===== config.mk =====
export PLATFORM = sky130hd
export DESIGN_NAME = dac_sample_feeder
export DESIGN_NICKNAME = d
export VERILOG_FILES = /design/src/rtl/dac_sample_feeder.sv
export SDC_FILE = /design/constraint.sdc
export NUM_CORES = 1
export LEC_CHECK = 0
export CAP_MARGIN = 15
export CORE_MARGIN = 2
export CORE_UTILIZATION = 40
export CTS_CLUSTER_DIAMETER = 50
export CTS_CLUSTER_SIZE = 20
export DETAILED_ROUTE_END_ITERATION = 8
export DONT_BUFFER_PORTS = 1
export GPL_ROUTABILITY_DRIVEN = 0
export SLEW_MARGIN = 40
export SYNTH_ARGS = -nofsm -noshare
export SYNTH_HDL_FRONTEND = slang
export SYNTH_SLANG_ARGS = --single-unit
export TNS_END_PERCENT = 20

===== constraint.sdc =====
create_clock -name clk -period 2.8 [get_ports clk]
set_input_delay 0.42 -clock clk [delete_from_list [all_inputs] [get_ports clk]]
set_output_delay 0.42 -clock clk [all_outputs]
set_load 0.02 [all_outputs]

===== src/rtl/dac_sample_feeder.sv =====
// rtl/dac_sample_feeder.sv - paced FIFO sample source feeding the serial DAC driver
module dac_sample_feeder #(
    parameter int DEPTH_LOG2 = 4,
    parameter int RATE_DIV   = 200
) (
    input  logic                  clk,
    input  logic                  rst_n,
    input  logic                  en,
    input  logic [15:0]           wr_data,
    input  logic                  wr_en,
    output logic                  full,
    output logic [DEPTH_LOG2:0]   level,
    output logic [15:0]           dac_din,
    output logic                  dac_din_vld,
    input  logic                  dac_rdy,
    input  logic                  clr_err,
    output logic                  underflow,
    output logic                  late,
    output logic                  overflow
);

    localparam int                  DEPTH      = 1 << DEPTH_LOG2;
    localparam logic [DEPTH_LOG2:0] LEVEL_FULL = (DEPTH_LOG2 + 1)'(DEPTH);
    localparam logic [DEPTH_LOG2:0] LEVEL_ONE  = (DEPTH_LOG2 + 1)'(1);
    localparam logic [DEPTH_LOG2-1:0] PTR_ONE  = DEPTH_LOG2'(1);
    localparam logic [15:0]         CNT_LAST   = 16'(RATE_DIV - 1);

    logic [15:0]           mem [DEPTH];
    logic [DEPTH_LOG2-1:0] wr_ptr;
    logic [DEPTH_LOG2-1:0] rd_ptr;
    logic [15:0]           cnt;
    logic                  pending;
    logic                  tick;
    logic                  req;
    logic                  push;
    logic                  issue;
    logic                  skip;
    logic                  busy;
    logic [DEPTH_LOG2:0]   level_nxt;

    always_comb begin
        tick  = en && (cnt == CNT_LAST);
        req   = tick || pending;
        // full is the registered pre-edge value, so a write racing a pop on a full FIFO is rejected
        push  = wr_en && !full;
        issue = req && (level != '0) && dac_rdy && !dac_din_vld;
        skip  = req && (level == '0);
        busy  = req && !issue && !skip;
        level_nxt = level;
        if (push && !issue) begin
            level_nxt = level + LEVEL_ONE;
        end else if (issue && !push) begin
            level_nxt = level - LEVEL_ONE;
        end
    end

    always_ff @(posedge clk or negedge rst_n) begin
        if (!rst_n) begin
            cnt <= '0;
        end else if (!en || cnt == CNT_LAST) begin
            cnt <= '0;
        end else begin
            cnt <= cnt + 16'd1;
        end
    end

    always_ff @(posedge clk) begin
        if (push) begin
            mem[wr_ptr] <= wr_data;
        end
    end

    always_ff @(posedge clk or negedge rst_n) begin
        if (!rst_n) begin
            wr_ptr      <= '0;
            rd_ptr      <= '0;
            level       <= '0;
            full        <= 1'b0;
            dac_din     <= '0;
            dac_din_vld <= 1'b0;
            pending     <= 1'b0;
        end else begin
            if (push) begin
                wr_ptr <= wr_ptr + PTR_ONE;
            end
            if (issue) begin
                rd_ptr  <= rd_ptr + PTR_ONE;
                dac_din <= mem[rd_ptr];
            end
            dac_din_vld <= issue;
            level       <= level_nxt;
            full        <= (level_nxt == LEVEL_FULL);
            // at most one slot is ever outstanding; a busy DAC keeps it armed until rdy
            if (!en || issue || skip) begin
                pending <= 1'b0;
            end else if (busy) begin
                pending <= 1'b1;
            end
        end
    end

    always_ff @(posedge clk or negedge rst_n) begin
        if (!rst_n) begin
            underflow <= 1'b0;
            late      <= 1'b0;
            overflow  <= 1'b0;
        end else begin
            underflow <= skip | (underflow & ~clr_err);
            late      <= (tick & pending & ~issue) | (late & ~clr_err);
            overflow  <= (wr_en & full) | (overflow & ~clr_err);
        end
    end

endmodule


---- Word level (Yosys, flattened, before mapping) ----
Memory sizes are Yosys's and may differ from the RTL's. A register that Yosys moved wholly into a read port is not among the register bits.
Index checks and enable logic that the tools add are counted.
storage, ports and cells
  register bits ........................... 35
  RAM bits ................................ 256
  bits of input ports ..................... 22
  output and inout port bits .............. 26
  logic and storage cells ................. 60
  memories kept ........................... 1
cells by class
  add/sub/neg operators ................... 5
  equal/unequal tests ..................... 2
  multiplexer cells ....................... 7
  bitwise logic cells ..................... 11
  reductions and logical operators ........ 24
memories
  name  words  width  read ports  clocked after Yosys merged registers in  wr ports  RTL line  RTL
  mem   16     16     1           1                                        1         28        logic [15:0] mem [DEPTH];
operators by type and width
  kind                     count
  $add A16 B1 Y16 const B  1
  $eq A16 B8 Y1 const B    1
  $mux W16                 1
  $logic_and A1 B1 Y1      10
  $mux W5                  2
  $add A4 B1 Y4 const B    2
  $logic_not A1 Y1         7
  $and A1 B1 Y1            6
  $add A5 B1 Y5 const B    1
  $eq A5 B5 Y1 const B     1
  $logic_not A5 Y1         1
  $reduce_bool A5 Y1       1
  $sub A5 B1 Y5 const B    1
  $logic_or A1 B1 Y1       4
  $mux W1                  4
  $or A1 B1 Y1             3
  $not A1 Y1               2
  $reduce_bool A2 Y1       1

---- Longest topological paths before layout ----
Gate-level depths: netlist of run 1.
  word-level depth ........................ 11
  depth in mapped cells ................... 10
  gate-level depth less buffers ........... 8

---- Worst setup path before layout of run 1 ----
No wires, ideal clock.
  path type ............................... flip-flop to flip-flop
  start point ............................. register cnt[0]
  end point ............................... register dac_din[10] (read register of mem)
  library setup time ...................... 0.125 ns
  arrival time ............................ 2.263 ns
  data required time ...................... 2.675 ns
  setup slack ............................. 0.412 ns
  stages on the path, launching flop included .. 8
  buffers on the path ..................... 2
  period minus slack after synthesis ...... 2.388 ns
  cells stage by stage .................... dfrtp_1 > ha_1 > or4bb_1 > o41a_1 > nor2_4 > buf_6 > buf_4 > mux2_2
between the ends
  cells in the longest elaborated chain, start to end .. 6
RTL lines
  what                              RTL line  RTL
  start, declared                   31        logic [15:0] cnt;
  start signal, assigned            63        cnt <= cnt + 16'd1;
  $eq A16 B8 Y1                     42        tick = en && (cnt == CNT_LAST);
  $logic_and A1 B1 Y1               42
  $logic_or A1 B1 Y1                43        req = tick || pending;
  $logic_and A1 B1 Y1 (3 in a row)  46        issue = req && (level != '0) && dac_rdy && !dac_din_vld;
  end, declared                     13        output logic [15:0] dac_din,
Every way passes these cells.
A chain may end at the register's enable or synchronous reset.

---- Worst setup path after layout of run 1 ----
  start point ............................. register cnt[0]
  end point ............................... register full
between the ends
  cells in the longest elaborated chain, start to end .. 10
  elaborated cells between the ends (all ways) .. 12
  those cells by class .................... 2 x eq/ne; 2 x mux; 8 x reduce/logical
RTL lines
  what                                                            RTL line  RTL
  $eq A16 B8 Y1 (*)                                               42
  $logic_and A1 B1 Y1 (*)                                         42
  $logic_or A1 B1 Y1 (*)                                          43
  $logic_and A1 B1 Y1 (*) (3 in a row)                            46
  $logic_and A1 B1 Y1 / $logic_not A1 Y1 (equally long branches)  52, 50
  $mux W5 / $logic_and A1 B1 Y1 (equally long branches)           52, 50
  $mux W5 (*)                                                     50        if (push && !issue) begin
  net level_nxt[2]                                                39        logic [DEPTH_LOG2:0] level_nxt;
  $eq A5 B5 Y1 (*)                                                92        full <= (level_nxt == LEVEL_FULL);
  end signal, assigned                                            92
  end, declared                                                   11        output logic full,
Mark *: on every way through the listed nets, which the timed path passes. The rest lies on a longest branch.

==> run metrics, run 1 <==
run status complete, no violations; number of synthesized register bits between 300 and 400; DR iter-0 viols between 400 and 500; Crit Path Category reg2reg; vias in the first global route ~6100; Fmax just under 400 MHz; Final period util 90.42%; total negative slack 0 ps; max_cap viols 0; Synth Flop Type edfxtp_1; Hold WS around 27 ps; Final setup viols 0; Leak between 4 and 5 nW; FFs w/ async S/R, synth about 17%; most numerous cell in the Yosys netlist edfxtp_1; sw frac 25.02%; Detailed Place HPWL ~15000 um; area fraction of the dominant cell type after synthesis between 60 and 70%; Clk network pwr share 37.9%; Final WS setup between 200 and 300 ps; fin nets a little under 700; internal power around 8 mW; largest net degree at the start of global routing 52; vias per cell ~5.3; most frequent cells after synthesis 256 x edfxtp_1, 80 x mux4_2, 51 x dfrtp_1; RSZ-0062 raised after global routing no; Clock Tree Buf Depth 3; Worst Tran Pin Value about 660 ps; Port Buffers 0; synthesized area per cell between 20 and 25 um^2; num rows between 60 and 70; post-synth top area cell edfxtp_1; DR vias 5632; cells along the critical path ha_1 > or4bb_1 > o41a_1 > nor2_4 > mux2i_1 > xor2_1 > nor4_2; Area growth, synth to finish 15.42%; Initial Util between 40% and 50%; DRT antenna net count 0; Clock transition at path regs 60 ps; number of max-slew violations in the final report 0; CTS-repair resized insts 0; clk sinks between 300 and 400; Hold Path Class in2reg; Logic pwr share 9.3%; design area approximately 14000 um^2; Clock Tree Root clkbuf_16; critical path capture point type flop; crit path DAT roughly 3000 ps; largest cells by area after synthesis edfxtp_1 63%, mux4_2 15%, dfrtp_1 11%; Post-Syn Instances approximately 590; min Tclk post-route ~2500 ps; share of cells above drive strength 1 28.98%; CP max-delay cell or4bb_1; Syn Nets between 600 and 700; CTS tree yes; crit start category flop; post-synth cell types 47; initial antenna violation count 0; H-Tree Depth 1; Worst Skew 32.56 ps; I/O Pins between 40 and 50; Core Footprint between 20000 and 30000 um^2; CP max FO 4; Num CTS Buffers 29; PD cells ~770 nW/um^2; full die area 31770 um^2; worst vdd ir about 0.00054 V; gr usage total between 10% and 20%; GRT overflow 0; die height ~180 um; data required time of the critical path 3240 ps; Antenna diodes 0; first-pass detailed-route iteration total 5; first-pass GRT wire length 37370 um; Final Hold Violating Endpoints 0; drc violations 0; Synthesis Warnings 0; sequential power share about 53%; post-place setup slack about 280 ps; Max-Slew Margin vs Limit 55.77%; register area share after synthesis 73.80%; Max stage delay on crit path approximately 510 ps; DIE WIDTH 178.3 um; Psw between 2 and 3 mW; Skew-Pair Late Insertion Delay roughly 560 ps; routed len/inst 23.11 um; DP Area ~13000 um^2; area of the mapped netlist about 12000 um^2; EDFF count, synth around 260; Post-Route WL between 20000 and 25000 um
[metrics by stage]
| step | cells | power, mW | util (%) |
|---|---|---|---|
| global placement | 983 | 6.629 | 43.00 |
| global route | 1056 | 11.17 | 47.05 |
| floorplan | 588 | 6.323 | - |
| detailed placement | 983 | 6.702 | 43.00 |
| CTS | 1056 | 10.86 | 47.05 |
| finish | 1056 | 10.73 | 47.05 |
[power by group through the flow]
stage | Sequential, mW | Combinational [mW] | Clock [mW]
floorplan | 5.68 | 0.641 | 0
global route | 5.71 | 1.11 | 4.35
detailed placement | 5.77 | 0.930 | 0
global placement | 5.74 | 0.891 | 0
finish | 5.67 | 1.00 | 4.06
CTS | 5.67 | 1.02 | 4.16
[cell type report]
type	count	area [um^2]
fillers	2467	15780
flip-flops and latches	307	8969
multi-input cells	243	2983
clock buffers	32	737.0
repair buffers	52	543.0
well taps	390	488.0
clock inverters	22	261.5
inverters	10	37.54
[cell families after synthesis]
logic type,share of synthesized area [%]
adders and majority gates,0.9272
AOI/OAI and AO/OA,0.8654
DFF,73.80
xor gates and xnor gates,2.009
muxes,16.49
and+or+nand+nor,4.265
buffers and inverters,1.638
[worst paths after layout]
check	start	endpoint	slack, ps	cells past startpoint
worst max-delay path	cnt[0]$_DFF_PN0_	full$_DFF_PN0_	270	7
worst min-delay path	en	pending$_DFFE_PN0P_	30	2
worst max register to register	cnt[0]$_DFF_PN0_	full$_DFF_PN0_	270	7
worst min register to register	cnt[0]$_DFF_PN0_	cnt[0]$_DFF_PN0_	480	1
max in group asynchronous	rst_n	rd_ptr[1]$_DFFE_PN0P_	2080	2
min in group asynchronous	rst_n	dac_din[15]$_DFFE_PN0P_	450	2
[critical path: cells and delay by family (launching register included)]
kind | cells | cell delay, ps
AND/OR/NAND/NOR | 3 | 1020
AO/OA/AOI/OAI | 1 | 470
flip-flops | 1 | 380
multiplexers | 1 | 240
adder cells (fa/ha/maj) | 1 | 210
XOR/XNOR | 1 | 110
[what timing repair did]
| action | in CTS | in global routing |
|---|---|---|
| hold endpoints to repair | 310 | 0 |
| setup endpoints to repair | 0 | 0 |
| setup buffers | 0 | 0 |
| hold buffers | 19 | 0 |
[per-layer routing]
layer | up-vias | GRT usage, % | part of all wire [%]
li1 | 2483 | - | -
met1 | 2953 | 22.05 | 41
met2 | 162 | 27.44 | 50
met3 | 34 | 2.344 | 7.3
met4 | 0 | 3.421 | 1.6
met5 | - | 0 | 0
[state kept, by name, indices dropped and copies added (netlist names)]
| signal | count |
|---|---|
| dac_din | 16 |
| mem | 256 |
| wr_ptr | 4 |
| pending | 1 |
| cnt | 16 |
| level | 5 |
| overflow | 1 |
| rd_ptr | 4 |
| underflow | 1 |
| late | 1 |
| dac_din_vld | 1 |
| full | 1 |
[cell usage in the layout (no fill, tap or decap), drive strengths merged, types with 2 or more instances in the layout]
master,n
a21oi,2
and2,16
and3,5
buf,34
bufinv,3
clkbuf,32
clkinv,5
clkinvlp,3
dfrtp,51
dlygate4sd3,18
edfxtp,256
ha,9
inv,21
mux2,17
mux4,80
nand2,16
nand2b,2
nand3,10
nand3b,2
nand4,4
nor2,23
nor3,3
nor3b,2
nor4,3
o21ai,6
o22ai,2
or4,2
xnor2,16
xor2,11
No activity file was read; power rests on OpenSTA's default activity.
==> run 2, diff against run 1 <==
--- a/config.mk
+++ b/config.mk
@@ -6,13 +6,16 @@
 export NUM_CORES = 1
 export LEC_CHECK = 0
 export CAP_MARGIN = 15
-export CORE_MARGIN = 2
+export CELL_PAD_IN_SITES_DETAIL_PLACEMENT = 0
+export CELL_PAD_IN_SITES_GLOBAL_PLACEMENT = 1
+export CORE_MARGIN = 4
 export CORE_UTILIZATION = 40
 export CTS_CLUSTER_DIAMETER = 50
 export CTS_CLUSTER_SIZE = 20
 export DETAILED_ROUTE_END_ITERATION = 8
 export DONT_BUFFER_PORTS = 1
 export GPL_ROUTABILITY_DRIVEN = 0
+export PLACE_DENSITY_LB_ADDON = 0.1
 export SLEW_MARGIN = 40
 export SYNTH_ARGS = -nofsm -noshare
 export SYNTH_HDL_FRONTEND = slang
==> run 2 against run 1 <==
  * Cell area rose by 1.3%
  * First-iteration DRC count fell by 40%
  * Wire length rose by 9.4%
  * Critical path depth fell by 1
  * Total power rose by 7.2%
  * Setup slack got worse by 81 ps
  * Die area rose by 4.5%
  * Utilization rose by 0.60 points
  * Maximum frequency fell by 3.1%
  * Count of clock-buffer cells in the layout rose by 9
  * Final cell count rose by 0.47%
  * Global-route usage rose by 0.40 points
  * Critical path type unchanged
  * Critical endpoint is now dac_din[9]$_DFFE_PN0P_
==> run metrics, run 2 (synthesis results as in run 1) <==
clk sinks 307; Initial Util between 40% and 50%; drc violations 0; DR vias about 5700; Clk network pwr share a little over two fifths; vias in the first global route ~6200; Biggest register mem; Hold WS between 15 and 20 ps; data required time of the critical path 3180 ps; Area growth, synth to finish 16.90%; CP max FO 17; Detailed Place HPWL roughly 15000 um; vias per cell 5.368; gr usage total approximately 16%; initial antenna violation count 1; Core Footprint around 30000 um^2; Pwr Total between 10 and 15 mW; Port Buffers 0; H-Tree Depth 2; PD cells about 800 nW/um^2; crit start category flop; area of the multi-input gates between 2000 and 3000 um^2; die height 182.3 um; # fillers 2501; Psw 2.777 mW; Logic pwr share around a tenth; min Tclk post-route ~2600 ps; sequential power share between 40% and 50%; sw frac 24.15%; commonest non-fill, non-tap cell in the layout edfxtp_1; DR WL met3 roughly 1400 um; worst vdd ir 0.0003824 V; number of max-slew violations in the final report 0; Num CTS Buffers 35; I/O Pins 48; Fmax around 380 MHz; GRT overflow 0; Clock transition at path regs approximately 60 ps; internal power 8.725 mW; share of cells above drive strength 1 around 30%; Hold Path Class in2reg; Final period util slightly above 90%; met2 routed WL about 14000 um; Final setup viols 0; largest registers mem: 256 flops, cnt: 16 flops, dac_din: 16 flops; CTS tree yes; first-pass detailed-route iteration total 4; DIE WIDTH 182.3 um; Largest register FFs ~260; Worst Skew around 19 ps; num rows 63; CTS-repair resized insts 0; Antenna diodes 0; Crit Path Category reg2reg; Sequential Area approximately 9000 um^2; wl on met1 roughly 11000 um; Max-Slew Margin vs Limit between 50% and 60%; DR iter-0 viols approximately 290; fin nets roughly 680; Final Hold Violating Endpoints 0; Clock Tree Buf Depth 3; largest net degree at the start of global routing between 50 and 60; critical path capture point type flop; DR top layer met5; Clock Tree Root clkbuf_16; Leak between 4 and 5 nW; Skew-Pair Late Insertion Delay 510 ps; run status complete, no violations; full die area ~33000 um^2; Worst Tran Pin Value between 600 and 700 ps; max_cap viols 0; total negative slack 0 ps; Post-Route WL approximately 27000 um; most frequent cells in the layout 256 x edfxtp_1, 80 x mux4_2, 49 x dfrtp_1; DRT antenna net count 0; RSZ-0062 raised after global routing no; routed len/inst between 20 and 30 um; first-pass GRT wire length 40340 um; crit path DAT ~3000 ps
-- run 2: cell count changes in the layout (fill, tap and decap cells not counted), sizes merged --
cell,change
buf,-4
bufinv,+2
clkinvlp,-1
clkbuf,+9
clkinv,+4
inv,-5
-- run 2: power groups by stage --
stage          Clock, mW  Sequential [mW]  Combinational, mW
6_report            4.82             5.62               1.07
3_3_place_gp           0             5.70               1.00
2_1_floorplan          0             5.68              0.641
4_1_cts             4.94             5.63               1.11
5_1_grt             5.15             5.66               1.17
3_5_place_dp           0             5.73               1.01
-- run 2: path summary, 6_finish.rpt --
check | to | slack (ps) | start | cells after the start
hold reg to reg | cnt[0]$_DFF_PN0_ | 490 | cnt[0]$_DFF_PN0_ | 1
min in group asynchronous | dac_din[15]$_DFFE_PN0P_ | 470 | rst_n | 2
max in group asynchronous | rd_ptr[0]$_DFFE_PN0P_ | 2040 | rst_n | 2
setup reg to reg | dac_din[9]$_DFFE_PN0P_ | 190 | cnt[0]$_DFF_PN0_ | 6
hold / removal | overflow$_DFF_PN0_ | 20 | clr_err | 1
setup / recovery | dac_din[9]$_DFFE_PN0P_ | 190 | cnt[0]$_DFF_PN0_ | 6
-- run 2: area by class of cell --
class / count / area share, %
multi-input cells: 243 / 21.01
clock inverters: 22 / 2.053
clock buffers: 41 / 6.627
well taps: 390 / 3.437
flip-flops and latches: 307 / 63.17
repair buffers: 48 / 3.437
inverters: 10 / 0.2644
-- run 2: worst max-delay path: stages, from the launching register on --
cell	delay (ps)
dfrtp_1	380
ha_1	210
or4bb_1	520
o41a_1	480
nor2_4	200
buf_4	320
mux2_2	370
-- run 2: timing repair --
item                      4_1_cts  5_1_grt
buffers inserted                0        0
hold endpoints to repair      308        0
hold buffers                   19        0
-- run 2: metal layers --
| layer | vias to the layer above | global-route usage, % |
|---|---|---|
| li1 | 2484 | - |
| met1 | 3070 | 20.49 |
| met2 | 103 | 29.49 |
| met3 | 36 | 3.807 |
| met4 | 2 | 3.603 |
| met5 | - | 0 |
-- run 2: through the flow --
step / std cells / utilization [%] / worst slack, ps / area [um^2]
after floorplan: 588 / - / 412.3 / 12150
after CTS: 1061 / 47.65 / 149.9 / 14200
after global routing: 1061 / 47.65 / 48.91 / 14200
after detailed placement: 979 / 42.82 / 147.2 / 12760
after global placement: 979 / 42.82 / 239.3 / 12760
final: 1061 / 47.65 / 187.1 / 14200
